**src/rtl/rv32i_axi_master.sv**
```systemverilog
// rtl/rv32i_axi_master.sv - single-outstanding core memory port to AXI4-Lite master bridge
module rv32i_axi_master #(
  parameter int          ADDR_W    = 32,
  parameter logic [31:0] ERR_RDATA = 32'h0000_0000
) (
  input  logic              clk,
  input  logic              rst,
  input  logic              mem_req,
  input  logic              mem_we,
  input  logic              mem_instr,
  input  logic [ADDR_W-1:0] mem_addr,
  input  logic [31:0]       mem_wdata,
  input  logic [3:0]        mem_wstrb,
  output logic              mem_ready,
  output logic              mem_valid,
  output logic [31:0]       mem_rdata,
  output logic              mem_error,
  output logic [ADDR_W-1:0] m_axi_awaddr,
  output logic [2:0]        m_axi_awprot,
  output logic              m_axi_awvalid,
  input  logic              m_axi_awready,
  output logic [31:0]       m_axi_wdata,
  output logic [3:0]        m_axi_wstrb,
  output logic              m_axi_wvalid,
  input  logic              m_axi_wready,
  input  logic [1:0]        m_axi_bresp,
  input  logic              m_axi_bvalid,
  output logic              m_axi_bready,
  output logic [ADDR_W-1:0] m_axi_araddr,
  output logic [2:0]        m_axi_arprot,
  output logic              m_axi_arvalid,
  input  logic              m_axi_arready,
  input  logic [31:0]       m_axi_rdata,
  input  logic [1:0]        m_axi_rresp,
  input  logic              m_axi_rvalid,
  output logic              m_axi_rready
);

  typedef enum logic [2:0] {S_IDLE, S_AR, S_R, S_AW_W, S_B, S_DONE} state_t;

  state_t            state;
  logic [ADDR_W-1:0] addr_q;
  logic [31:0]       wdata_q;
  logic [3:0]        wstrb_q;
  logic              instr_q;
  logic              aw_done;
  logic              w_done;

  logic aw_fire, w_fire, aw_ok, w_ok;
  assign aw_fire = m_axi_awvalid & m_axi_awready;
  assign w_fire  = m_axi_wvalid & m_axi_wready;
  assign aw_ok   = aw_done | aw_fire;
  assign w_ok    = w_done | w_fire;

  // Payloads come straight from the captured request, so they hold until handshake.
  assign m_axi_awaddr = addr_q;
  assign m_axi_araddr = addr_q;
  assign m_axi_awprot = {instr_q, 2'b00};
  assign m_axi_arprot = {instr_q, 2'b00};
  assign m_axi_wdata  = wdata_q;
  assign m_axi_wstrb  = wstrb_q;

  always_ff @(posedge clk) begin
    if (rst) begin
      state         <= S_IDLE;
      addr_q        <= '0;
      wdata_q       <= '0;
      wstrb_q       <= '0;
      instr_q       <= 1'b0;
      aw_done       <= 1'b0;
      w_done        <= 1'b0;
      mem_ready     <= 1'b0;
      mem_valid     <= 1'b0;
      mem_rdata     <= '0;
      mem_error     <= 1'b0;
      m_axi_awvalid <= 1'b0;
      m_axi_wvalid  <= 1'b0;
      m_axi_bready  <= 1'b0;
      m_axi_arvalid <= 1'b0;
      m_axi_rready  <= 1'b0;
    end else begin
      mem_valid <= 1'b0;
      case (state)
        S_IDLE: begin
          if (mem_req) begin
            addr_q    <= mem_addr;
            wdata_q   <= mem_wdata;
            wstrb_q   <= mem_wstrb;
            instr_q   <= mem_instr;
            mem_ready <= 1'b0;
            if (mem_we) begin
              m_axi_awvalid <= 1'b1;
              m_axi_wvalid  <= 1'b1;
              aw_done       <= 1'b0;
              w_done        <= 1'b0;
              state         <= S_AW_W;
            end else begin
              m_axi_arvalid <= 1'b1;
              state         <= S_AR;
            end
          end else begin
            mem_ready <= 1'b1;
          end
        end
        S_AR: begin
          if (m_axi_arready) begin
            m_axi_arvalid <= 1'b0;
            m_axi_rready  <= 1'b1;
            state         <= S_R;
          end
        end
        S_R: begin
          if (m_axi_rvalid) begin
            m_axi_rready <= 1'b0;
            mem_rdata    <= (m_axi_rresp == 2'b00) ? m_axi_rdata : ERR_RDATA;
            mem_error    <= (m_axi_rresp != 2'b00);
            mem_valid    <= 1'b1;
            state        <= S_DONE;
          end
        end
        S_AW_W: begin
          // AW and W retire independently; B waits until both have handshaken.
          if (aw_fire) begin
            m_axi_awvalid <= 1'b0;
            aw_done       <= 1'b1;
          end
          if (w_fire) begin
            m_axi_wvalid <= 1'b0;
            w_done       <= 1'b1;
          end
          if (aw_ok && w_ok) begin
            m_axi_bready <= 1'b1;
            state        <= S_B;
          end
        end
        S_B: begin
          if (m_axi_bvalid) begin
            m_axi_bready <= 1'b0;
            mem_error    <= (m_axi_bresp != 2'b00);
            mem_valid    <= 1'b1;
            state        <= S_DONE;
          end
        end
        S_DONE: begin
          // Never accept here: the core may still be holding mem_req this cycle.
          mem_ready <= 1'b1;
          state     <= S_IDLE;
        end
        default: state <= S_IDLE;
      endcase
    end
  end

endmodule

```
**config.mk**
```make
export PLATFORM = sky130hd
export DESIGN_NAME = rv32i_axi_master
export DESIGN_NICKNAME = d
export VERILOG_FILES = /design/src/rtl/rv32i_axi_master.sv
export SDC_FILE = /design/constraint.sdc
export NUM_CORES = 1
export LEC_CHECK = 0
export BUFFER_PORTS_ARGS = -buffer_cell sky130_fd_sc_hd__buf_4
export CAP_MARGIN = 10
export CELL_PAD_IN_SITES_DETAIL_PLACEMENT = 1
export CELL_PAD_IN_SITES_GLOBAL_PLACEMENT = 1
export CORE_MARGIN = 3
export CORE_UTILIZATION = 27
export CTS_BUF_LIST = sky130_fd_sc_hd__clkbuf_8 sky130_fd_sc_hd__clkbuf_16
export CTS_CLUSTER_DIAMETER = 200
export DETAILED_ROUTE_END_ITERATION = 8
export PLACE_DENSITY = 0.82
export SLEW_MARGIN = 30
export SYNTH_ARGS = -nofsm -noshare
export SYNTH_HDL_FRONTEND = slang
export SYNTH_SLANG_ARGS = --single-unit
```
**constraint.sdc**
```tcl
create_clock -name clk -period 1.3 [get_ports clk]
set_input_delay 0.065 -clock clk [delete_from_list [all_inputs] [get_ports clk]]
set_output_delay 0.065 -clock clk [all_outputs]
set_load 0.1 [all_outputs]
```
==> results.json, run 1 <==
{
  "ys_ff_latch": 114,
  "cpMaxStageDelayCell": "nor4b_4",
  "fp.coreArea_mm2": 0.0161,
  "synth_top_area_share_pct": 50.8,
  "via_count": 5294,
  "start_kind": "flop",
  "seqCellArea_mm2": 0.00233,
  "via_per_inst": 4.74,
  "r2r_start": "state[2]$_SDFFE_PP0P_",
  "ys_warn_count": 0,
  "gp_congestion": 0.793,
  "ctsHoldBuffers": 104,
  "r2r_cells": 6,
  "nNetsFinal": 999,
  "cp-endpoint": "m_axi_araddr[3]$_SDFFE_PP0P_",
  "die_area_mm2": 0.0182,
  "drt_iter0_drc": 200,
  "p_per_area_mw_per_mm2": 1620,
  "tightestPinTransition_ns": 0.587,
  "final_util_pct": 53.8,
  "slew_headroom_pct": 60.9,
  "cts_tree": "built",
  "grt_max_degree": 64,
  "ioPinCount": 260,
  "cp_max_fo": 7,
  "setup_slack_ns": -0.219,
  "fillCellCount": 1799,
  "numCtsBuffers": 17,
  "ir_worst_vdd_mv": 0.815,
  "syn2layout_area_growth_pct": 92.4,
  "clk_latency_ns": 0.41,
  "asyncSetResetFlopFracSynth_pct": 0,
  "synth_top_cell_by_area": "dfxtp_1",
  "r2r_end": "m_axi_araddr[3]$_SDFFE_PP0P_",
  "critical-path-max-stage-delay_ns": 0.34,
  "initial_core_util_pct": 28.0,
  "grt_pass1_wl_um": 30100,
  "path_common_cell": "buf_6",
  "fin_hold_ws_ns": 0.00579,
  "fin_skew_ns": 0.00855,
  "wirelength_um": 21800,
  "crit_type": "reg -> reg",
  "setup.worst_path.end_class": "flop",
  "violations": "negative setup slack",
  "finalCritPeriodShare_pct": 117,
  "rrSetupSlack_ns": -0.22,
  "drc": 0,
  "status": "finished with violations",
  "setup_viol": 109,
  "hold_violations": 0,
  "placed_cell_area_mm2": 0.00647,
  "die_h_um": 135,
  "antenna_found_initial": 2,
  "post-route-min-period_ns": 1.52,
  "required_ns": 1.62,
  "hold_start": "mem_we",
  "fin_area_mm2": 0.00864,
  "avgRoutedWirePerCell_um": 19.5,
  "synth_area_per_cell_um2": 8.12,
  "fmax_ghz": 0.658,
  "die_w_um": 135,
  "grt_usage_pct": 20.9,
  "grt_setup_unrepaired": "yes",
  "synthFlopType": "dfxtp_1",
  "cts_htree_levels": 4,
  "grt_overflow": 0,
  "dr.pass1.iters": 4,
  "clock-root-buffer": "clkbuf_16",
  "synth_cells": 553,
  "synth_area_leaders": "dfxtp_1 (51%), nand2_1 (14%), a21oi_1 (12%)",
  "cp.arrival_ns": 1.84,
  "place_ws_ns": -0.164,
  "dpl.hpwl_um": 11100,
  "hold_class": "in -> reg",
  "crit_chain": "buf_6 > nor4b_4 > buf_6 > clkbuf_16 > nand2_1 > a21oi_1",
  "synth.distinct_cells": 33,
  "clockBufferDepth": 2,
  "multi_input_area_mm2": 0.00200,
  "drive_gt1_share_pct": 48.8,
  "syn_area_mm2": 0.00449,
  "yosysMostFrequentCell": "nand2_1",
  "clkSinkCount": 114,
  "drv_cap": 0,
  "synth_common_cells": "nand2_1 (171), dfxtp_1 (114), a21oi_1 (110)",
  "synth_edf_count": 0,
  "clk_pin_slew_ns": 0.06,
  "p_leak_nw": 3.72,
  "slew_viol_final": 0,
  "ys_seq_area_share_pct": 50.8,
  "row_count": 46,
  "drtAntennaViolNets": 0,
  "portBuffers": 255,
  "crit_start": "state[2]$_SDFFE_PP0P_",
  "grt_pass1_vias": 5627
}
## placed cells by master, fill, tap and decap left out, types with 4 or more instances in the layout
cell type / n
a21oi_1: 75
a21oi_2: 33
buf_12: 6
buf_4: 266
buf_6: 8
clkbuf_16: 22
clkinv_4: 4
conb_1: 4
dfxtp_1: 75
dfxtp_2: 39
dlygate4sd3_1: 104
inv_1: 4
nand2_1: 149
nand2_2: 19
nand3_1: 26
nand3_2: 9
## critical path, delay by kind of cell, from the launching register on
family                 cells  cell delay [ns]
and+or+nand+nor            2             0.40
AOI/OAI and AO/OA          1             0.15
buffers and inverters      3             0.54
DFF                        1             0.33
## layer usage
metal | GRT usage, % | vias to the layer above | part of all wire, %
met1 | 21.5 | 2538 | 36
met4 | 8.34 | 0 | 3.3
met2 | 38.6 | 238 | 52
met5 | 0 | - | 0
li1 | - | 2461 | -
met3 | 7.38 | 57 | 7.8
## power breakdown
group	switching, W	internal [W]	total (W)
Clock	0.00181	0.00303	0.00484
Sequential	0.000215	0.00379	0.00400
Combinational	0.00372	0.00146	0.00518
Total	0.00575	0.00828	0.0140
## what timing repair did
| item | 4_1_cts | 5_1_grt |
|---|---|---|
| hold endpoints to repair | 108 | 2 |
| setup endpoints to repair | 110 | 112 |
| gates cloned | 1 | 6 |
| pin swaps | 3 | 66 |
| buffers inserted | 1 | 1 |
| resized for setup | 15 | 80 |
## layout make-up
cell class	instances	share of cell area [%]
multi-input combinational	357	23.1
clock inverter	15	2.10
antenna	2	0.0579
timing repair buffer	391	39.5
inverter	4	0.174
clock buffer	17	4.92
sequential	114	27.0
tap	216	3.13
## worst min path at each step
stage	end	depth (start not counted)
finish	m_axi_awvalid$_SDFFE_PP0P_	3
global route	m_axi_awvalid$_SDFFE_PP0P_	3
CTS	m_axi_awvalid$_SDFFE_PP0P_	3
detailed placement	m_axi_araddr[10]$_SDFFE_PP0P_	3
global placement	m_axi_araddr[11]$_SDFFE_PP0P_	3
floorplan	mem_valid$_SDFF_PP0_	1
## logic make-up after synthesis
| family | synth area share [%] |
|---|---|
| other | 0.0835 |
| buffers and inverters | 12.0 |
| DFF | 50.8 |
| and+or+nand+nor | 22.0 |
| AOI/OAI and AO/OA | 14.9 |
| muxes | 0.223 |
## through the flow
stage | power [W] | cells | setup TNS, ns
global placement | 0.00845 | 969 | -7.19
global route | 0.0145 | 1116 | -19.34
CTS | 0.0137 | 1107 | -8.04
detailed placement | 0.00851 | 969 | -9.86
finish | 0.0140 | 1116 | -13.68
floorplan | 0.00751 | 556 | -7.88
## registers in the layout, summed over array words and instances (netlist names)
register and flops:
m_axi_bready 1, m_axi_arvalid 1, m_axi_wdata 32, aw_done 1, mem_valid 1, mem_ready 1
mem_rdata 32, instr_q 1, state 3, m_axi_rready 1, w_done 1, m_axi_awvalid 1
m_axi_wvalid 1, m_axi_araddr 32, m_axi_wstrb 4, mem_error 1
Note: power is estimated with default switching activity, not from simulation.
==> inputs of run 2 (changes only) <==
--- a/config.mk
+++ b/config.mk
@@ -15,6 +15,7 @@
 export CTS_CLUSTER_DIAMETER = 200
 export DETAILED_ROUTE_END_ITERATION = 8
 export PLACE_DENSITY = 0.82
+export SKIP_LAST_GASP = 1
 export SLEW_MARGIN = 30
 export SYNTH_ARGS = -nofsm -noshare
 export SYNTH_HDL_FRONTEND = slang
==> run 2 against run 1 <==
Compared with the run above:
- the run still ends with negative setup slack left
- critical path type unchanged
- first-iteration DRC count shrank 7.0%
- sequential power hardly changed
- global-route usage about the same
- largest power group unchanged
- critical path depth unchanged
- register-to-register slack is essentially flat
- count of clock-buffer cells in the layout unchanged
- sequential cell count is the same
- clock skew increased by 0.00057 ns
- die area did not move
- worst setup slack improved by 0.0041 ns
==> results.json, run 2 (synthesis results as in run 1) <==
{
  "status": "finished with violations",
  "violations": "negative setup slack",
  "r2r_start": "state[2]$_SDFFE_PP0P_",
  "via_count": 5395,
  "drtAntennaViolNets": 0,
  "cp_max_fo": 7,
  "avgRoutedWirePerCell_um": 20.1,
  "hold_start": "mem_we",
  "fillCellCount": 1777,
  "clkSinkCount": 114,
  "post-route-min-period_ns": 1.51,
  "drt_iter0_drc": 186,
  "via_per_inst": 4.83,
  "final_util_pct": 53.7,
  "hold_class": "in -> reg",
  "tightestPinTransition_ns": 0.586,
  "die_h_um": 135,
  "drv_cap": 0,
  "die_area_mm2": 0.0182,
  "hold_violations": 0,
  "die_w_um": 135,
  "wirelength_um": 22400,
  "clock-root-buffer": "clkbuf_16",
  "clk_pin_slew_ns": 0.06,
  "fmax_ghz": 0.660,
  "grt_overflow": 0,
  "layout_commonest_cell": "buf_4",
  "row_count": 46,
  "initial_core_util_pct": 28.0,
  "cts_htree_levels": 4,
  "fp.coreArea_mm2": 0.0161,
  "clockBufferDepth": 2,
  "portBuffers": 255,
  "antenna_found_initial": 2,
  "numCtsBuffers": 17,
  "nNetsFinal": 999,
  "start_kind": "flop",
  "slew_viol_final": 0,
  "ioPinCount": 260,
  "slew_headroom_pct": 60.9,
  "ctsHoldBuffers": 104,
  "tns_ns": -14.02,
  "dpl.hpwl_um": 11100,
  "required_ns": 1.63,
  "p_leak_nw": 3.72,
  "drive_gt1_share_pct": 48.2,
  "clk_latency_ns": 0.42,
  "grt_setup_unrepaired": "yes",
  "grt_pass1_wl_um": 30000,
  "cp.arrival_ns": 1.84,
  "gp_congestion": 0.793,
  "setup_slack_ns": -0.215,
  "grt_pass1_vias": 5642,
  "fin_skew_ns": 0.00912,
  "grt_max_degree": 64,
  "setup.worst_path.end_class": "flop",
  "crit_start": "state[2]$_SDFFE_PP0P_",
  "cts_tree": "built",
  "final_cell_mix": "buf_4 (266), nand2_1 (153), dlygate4sd3_1 (104), a21oi_1 (75), dfxtp_1 (75)",
  "setup_viol": 109,
  "crit_type": "reg -> reg",
  "drc": 0,
  "multi_input_area_mm2": 0.00197,
  "dr.pass1.iters": 4,
  "finalCritPeriodShare_pct": 117,
  "grt_usage_pct": 20.9,
  "seqCellArea_mm2": 0.00233,
  "syn2layout_area_growth_pct": 91.9,
  "p_per_area_mw_per_mm2": 1630,
  "ir_worst_vdd_mv": 0.825
}
## run 2: layout make-up
class,instances,share of cell area [%]
Multi-Input combinational cell,357,22.9
Timing Repair Buffer,391,39.6
Sequential cell,114,27.0
Antenna cell,2,0.0581
Inverter,4,0.174
Tap cell,216,3.14
Clock inverter,15,2.11
Clock buffer,17,4.94
## run 2: per-stage QoR
stage               hold WS, ns  setup slack [ns]  std cells  power (W)  instance area (µm²)
finish                  0.00318            -0.215       1116     0.0140                 8620
global route           -0.00194            -0.278       1116     0.0145                 8620
CTS                     -0.0207            -0.132       1107     0.0137                 8190
detailed placement        0.319            -0.164        969    0.00851                 6470
global placement          0.311            -0.134        969    0.00845                 6470
floorplan                 0.145            -0.139        556    0.00751                 4560
## run 2: critical path: stages (launching register included)
cell       delay, ns
dfxtp_2         0.33
buf_6           0.12
nor4b_4         0.34
buf_6           0.24
clkbuf_16       0.18
nand2_1         0.07
a21oi_2         0.15
## run 2: metal layers
layer | vias up | part of all wire (%) | global-route usage [%] | wire length, µm
met4 | 0 | 4.0 | 8.62 | 905
li1 | 2461 | - | - | -
met5 | - | 0 | 0 | 0
met3 | 64 | 8.4 | 7.41 | 1880
met2 | 281 | 52 | 38.4 | 11700
met1 | 2589 | 35 | 21.5 | 7940
## run 2: worst paths after layout
kind                            cells after the start                       endpoint  slack (ns)
worst max register to register                      6  m_axi_araddr[28]$_SDFFE_PP0P_       -0.21
worst min-delay path                                3     m_axi_awvalid$_SDFFE_PP0P_       0.003
worst max-delay path                                6  m_axi_araddr[28]$_SDFFE_PP0P_       -0.21
worst min register to register                      2    m_axi_wdata[7]$_SDFFE_PP0P_        0.45
## run 2: repair_timing
action	in CTS	in global routing
cloned	1	6
buffers inserted	1	1
pin swaps	3	66
resized for setup	14	75
endpoints found under the hold margin	108	2
setup endpoints to repair	110	112
## run 2: power breakdown
group,switching [W],total (W),leakage (nW),internal (W)
Combinational,0.00372,0.00517,2.48,0.00145
Sequential,0.000216,0.00400,0.945,0.00379
Clock,0.00183,0.00486,0.294,0.00303
Total,0.00577,0.0140,3.72,0.00827
==> inputs of run 3 (changes only) <==
--- a/config.mk
+++ b/config.mk
@@ -10,11 +10,12 @@
 export CELL_PAD_IN_SITES_DETAIL_PLACEMENT = 1
 export CELL_PAD_IN_SITES_GLOBAL_PLACEMENT = 1
 export CORE_MARGIN = 3
-export CORE_UTILIZATION = 27
+export CORE_UTILIZATION = 30
 export CTS_BUF_LIST = sky130_fd_sc_hd__clkbuf_8 sky130_fd_sc_hd__clkbuf_16
 export CTS_CLUSTER_DIAMETER = 200
 export DETAILED_ROUTE_END_ITERATION = 8
-export PLACE_DENSITY = 0.82
+export PLACE_DENSITY = 0.86
+export SKIP_CTS_REPAIR_TIMING = 1
 export SKIP_LAST_GASP = 1
 export SLEW_MARGIN = 30
 export SYNTH_ARGS = -nofsm -noshare
==> constraint.sdc (replaced) <==
create_clock -name clk -period 1.6 [get_ports clk]
set_input_delay 0.08 -clock clk [delete_from_list [all_inputs] [get_ports clk]]
set_output_delay 0.08 -clock clk [all_outputs]
set_load 0.1 [all_outputs]
==> run 3 against run 2 <==
Compared with the run above:
- the flow finishes with violations (negative hold slack)
- clock skew up 0.0019 ns
- worst setup slack gained 0.27 ns
- total power decreased by 21%
- sequential share of layout area rose by 1.7 points
- register-to-register slack improved by 0.27 ns
- worst hold slack worse by 0.018 ns
- final cell count down 4.9%
- die area fell by 9.6%
- first-iteration DRC count rose by 5.9%
- fmax decreased by 2.1%
- sequential power is 19% lower
- count of clock-buffer cells in the layout increased by 3
- largest power group is now clock
- highest routed layer unchanged
==> results.json, run 3 (synthesis results as in run 1) <==
{
  "status": "finished with violations",
  "violations": "negative hold slack",
  "power_w": 0.0111,
  "post-route-min-period_ns": 1.55,
  "antenna_found_initial": 1,
  "clockBufferDepth": 2,
  "dr.pass1.iters": 4,
  "required_ns": 1.92,
  "hold_class": "in -> reg",
  "via_count": 5164,
  "gp_congestion": 0.774,
  "die_w_um": 128,
  "grt_pass1_wl_um": 23000,
  "setup_viol": 0,
  "dpl.hpwl_um": 10800,
  "avgRoutedWirePerCell_um": 18.6,
  "clk_pin_slew_ns": 0.06,
  "ir_worst_vdd_mv": 0.779,
  "initial_core_util_pct": 30.8,
  "start_kind": "flop",
  "drc": 0,
  "fin_skew_ns": 0.0110,
  "drv_cap": 0,
  "grt_max_degree": 54,
  "drive_gt1_share_pct": 35.2,
  "crit_start": "state[2]$_SDFFE_PP0P_",
  "crit_type": "reg -> reg",
  "cp.arrival_ns": 1.87,
  "clkSinkCount": 114,
  "nNetsFinal": 978,
  "r2r_cells": 5,
  "ioPinCount": 260,
  "finalCritPeriodShare_pct": 96.6,
  "place_ws_ns": 0.123,
  "hold_start": "m_axi_awready",
  "cts_htree_levels": 4,
  "setup.worst_path.end_class": "flop",
  "via_per_inst": 4.87,
  "layout_commonest_cell": "buf_4",
  "grt_pass1_vias": 4600,
  "grt_usage_pct": 17.6,
  "fin_hold_ws_ns": -0.0151,
  "r2r_start": "state[2]$_SDFFE_PP0P_",
  "drtAntennaViolNets": 0,
  "clock-root-buffer": "clkbuf_16",
  "fillCellCount": 1666,
  "syn2layout_area_growth_pct": 77.2,
  "die_area_mm2": 0.0165,
  "final_cell_mix": "buf_4 (263), nand2_1 (171), dfxtp_1 (112), a21oi_1 (110), dlygate4sd3_1 (101)",
  "grt_overflow": 0,
  "portBuffers": 255,
  "numCtsBuffers": 17,
  "fmax_ghz": 0.647,
  "slew_viol_final": 0,
  "seqCellArea_mm2": 0.00228,
  "wirelength_um": 19700,
  "drt_iter0_drc": 197,
  "multi_input_area_mm2": 0.00169,
  "hold_depth": 3,
  "cts_tree": "built",
  "clk_latency_ns": 0.41,
  "p_leak_nw": 3.52,
  "die_h_um": 128,
  "hold_violations": 2,
  "p_per_area_mw_per_mm2": 1390,
  "cp_max_fo": 33,
  "row_count": 44,
  "setup_slack_ns": 0.0537,
  "fp.coreArea_mm2": 0.0146
}
==> run 3: layout make-up <==
class | instances | area share, %
clock inverter | 11 | 2.03
sequential | 114 | 28.7
clock buffer | 20 | 5.86
timing repair buffer | 370 | 39.0
antenna | 1 | 0.0314
multi-input combinational | 357 | 21.3
inverter | 4 | 0.189
tap | 184 | 2.89
==> run 3: worst paths after layout <==
check	to	slack, ns
worst max-delay path	mem_rdata[6]$_SDFFE_PP0P_	0.05
worst min-delay path	aw_done$_SDFFE_PP0P_	-0.02
worst max register to register	mem_rdata[6]$_SDFFE_PP0P_	0.05
worst min register to register	mem_rdata[11]$_SDFFE_PP0P_	0.46
==> run 3: critical path, stage by stage (launching register included) <==
cell and delay (ns):
dfxtp_1 0.35, buf_4 0.19, and4bb_2 0.35, buf_12 0.21, nand3_1 0.13, a21oi_1 0.23
==> run 3: layer usage <==
layer / vias up / global-route usage, % / share of wire, %
met4: 0 / 6.55 / 4.3
li1: 2412 / - / -
met5: - / 0 / 0
met2: 272 / 30.2 / 52
met1: 2421 / 19.1 / 35
met3: 59 / 7.76 / 9.5
==> run 3: power by group <==
group | switching [W] | leakage [nW] | total [W] | internal (W)
registers | 0.000169 | 0.930 | 0.00323 | 0.00306
logic | 0.00286 | 2.28 | 0.00382 | 0.000968
clock network | 0.00131 | 0.310 | 0.00402 | 0.00271
==> run 3: metrics by stage <==
stage          utilization, %  hold WS, ns  instances  instance area, µm²  TNS (ns)
2_1_floorplan               -        0.160        556                4500         0
3_3_place_gp             43.3        0.328        928                6320         0
3_5_place_dp             43.3        0.338        928                6320         0
4_1_cts                  47.6      -0.0974        959                6950         0
5_1_grt                  54.6      0.00929       1061                7960   -0.0556
6_report                 54.6      -0.0151       1061                7960         0
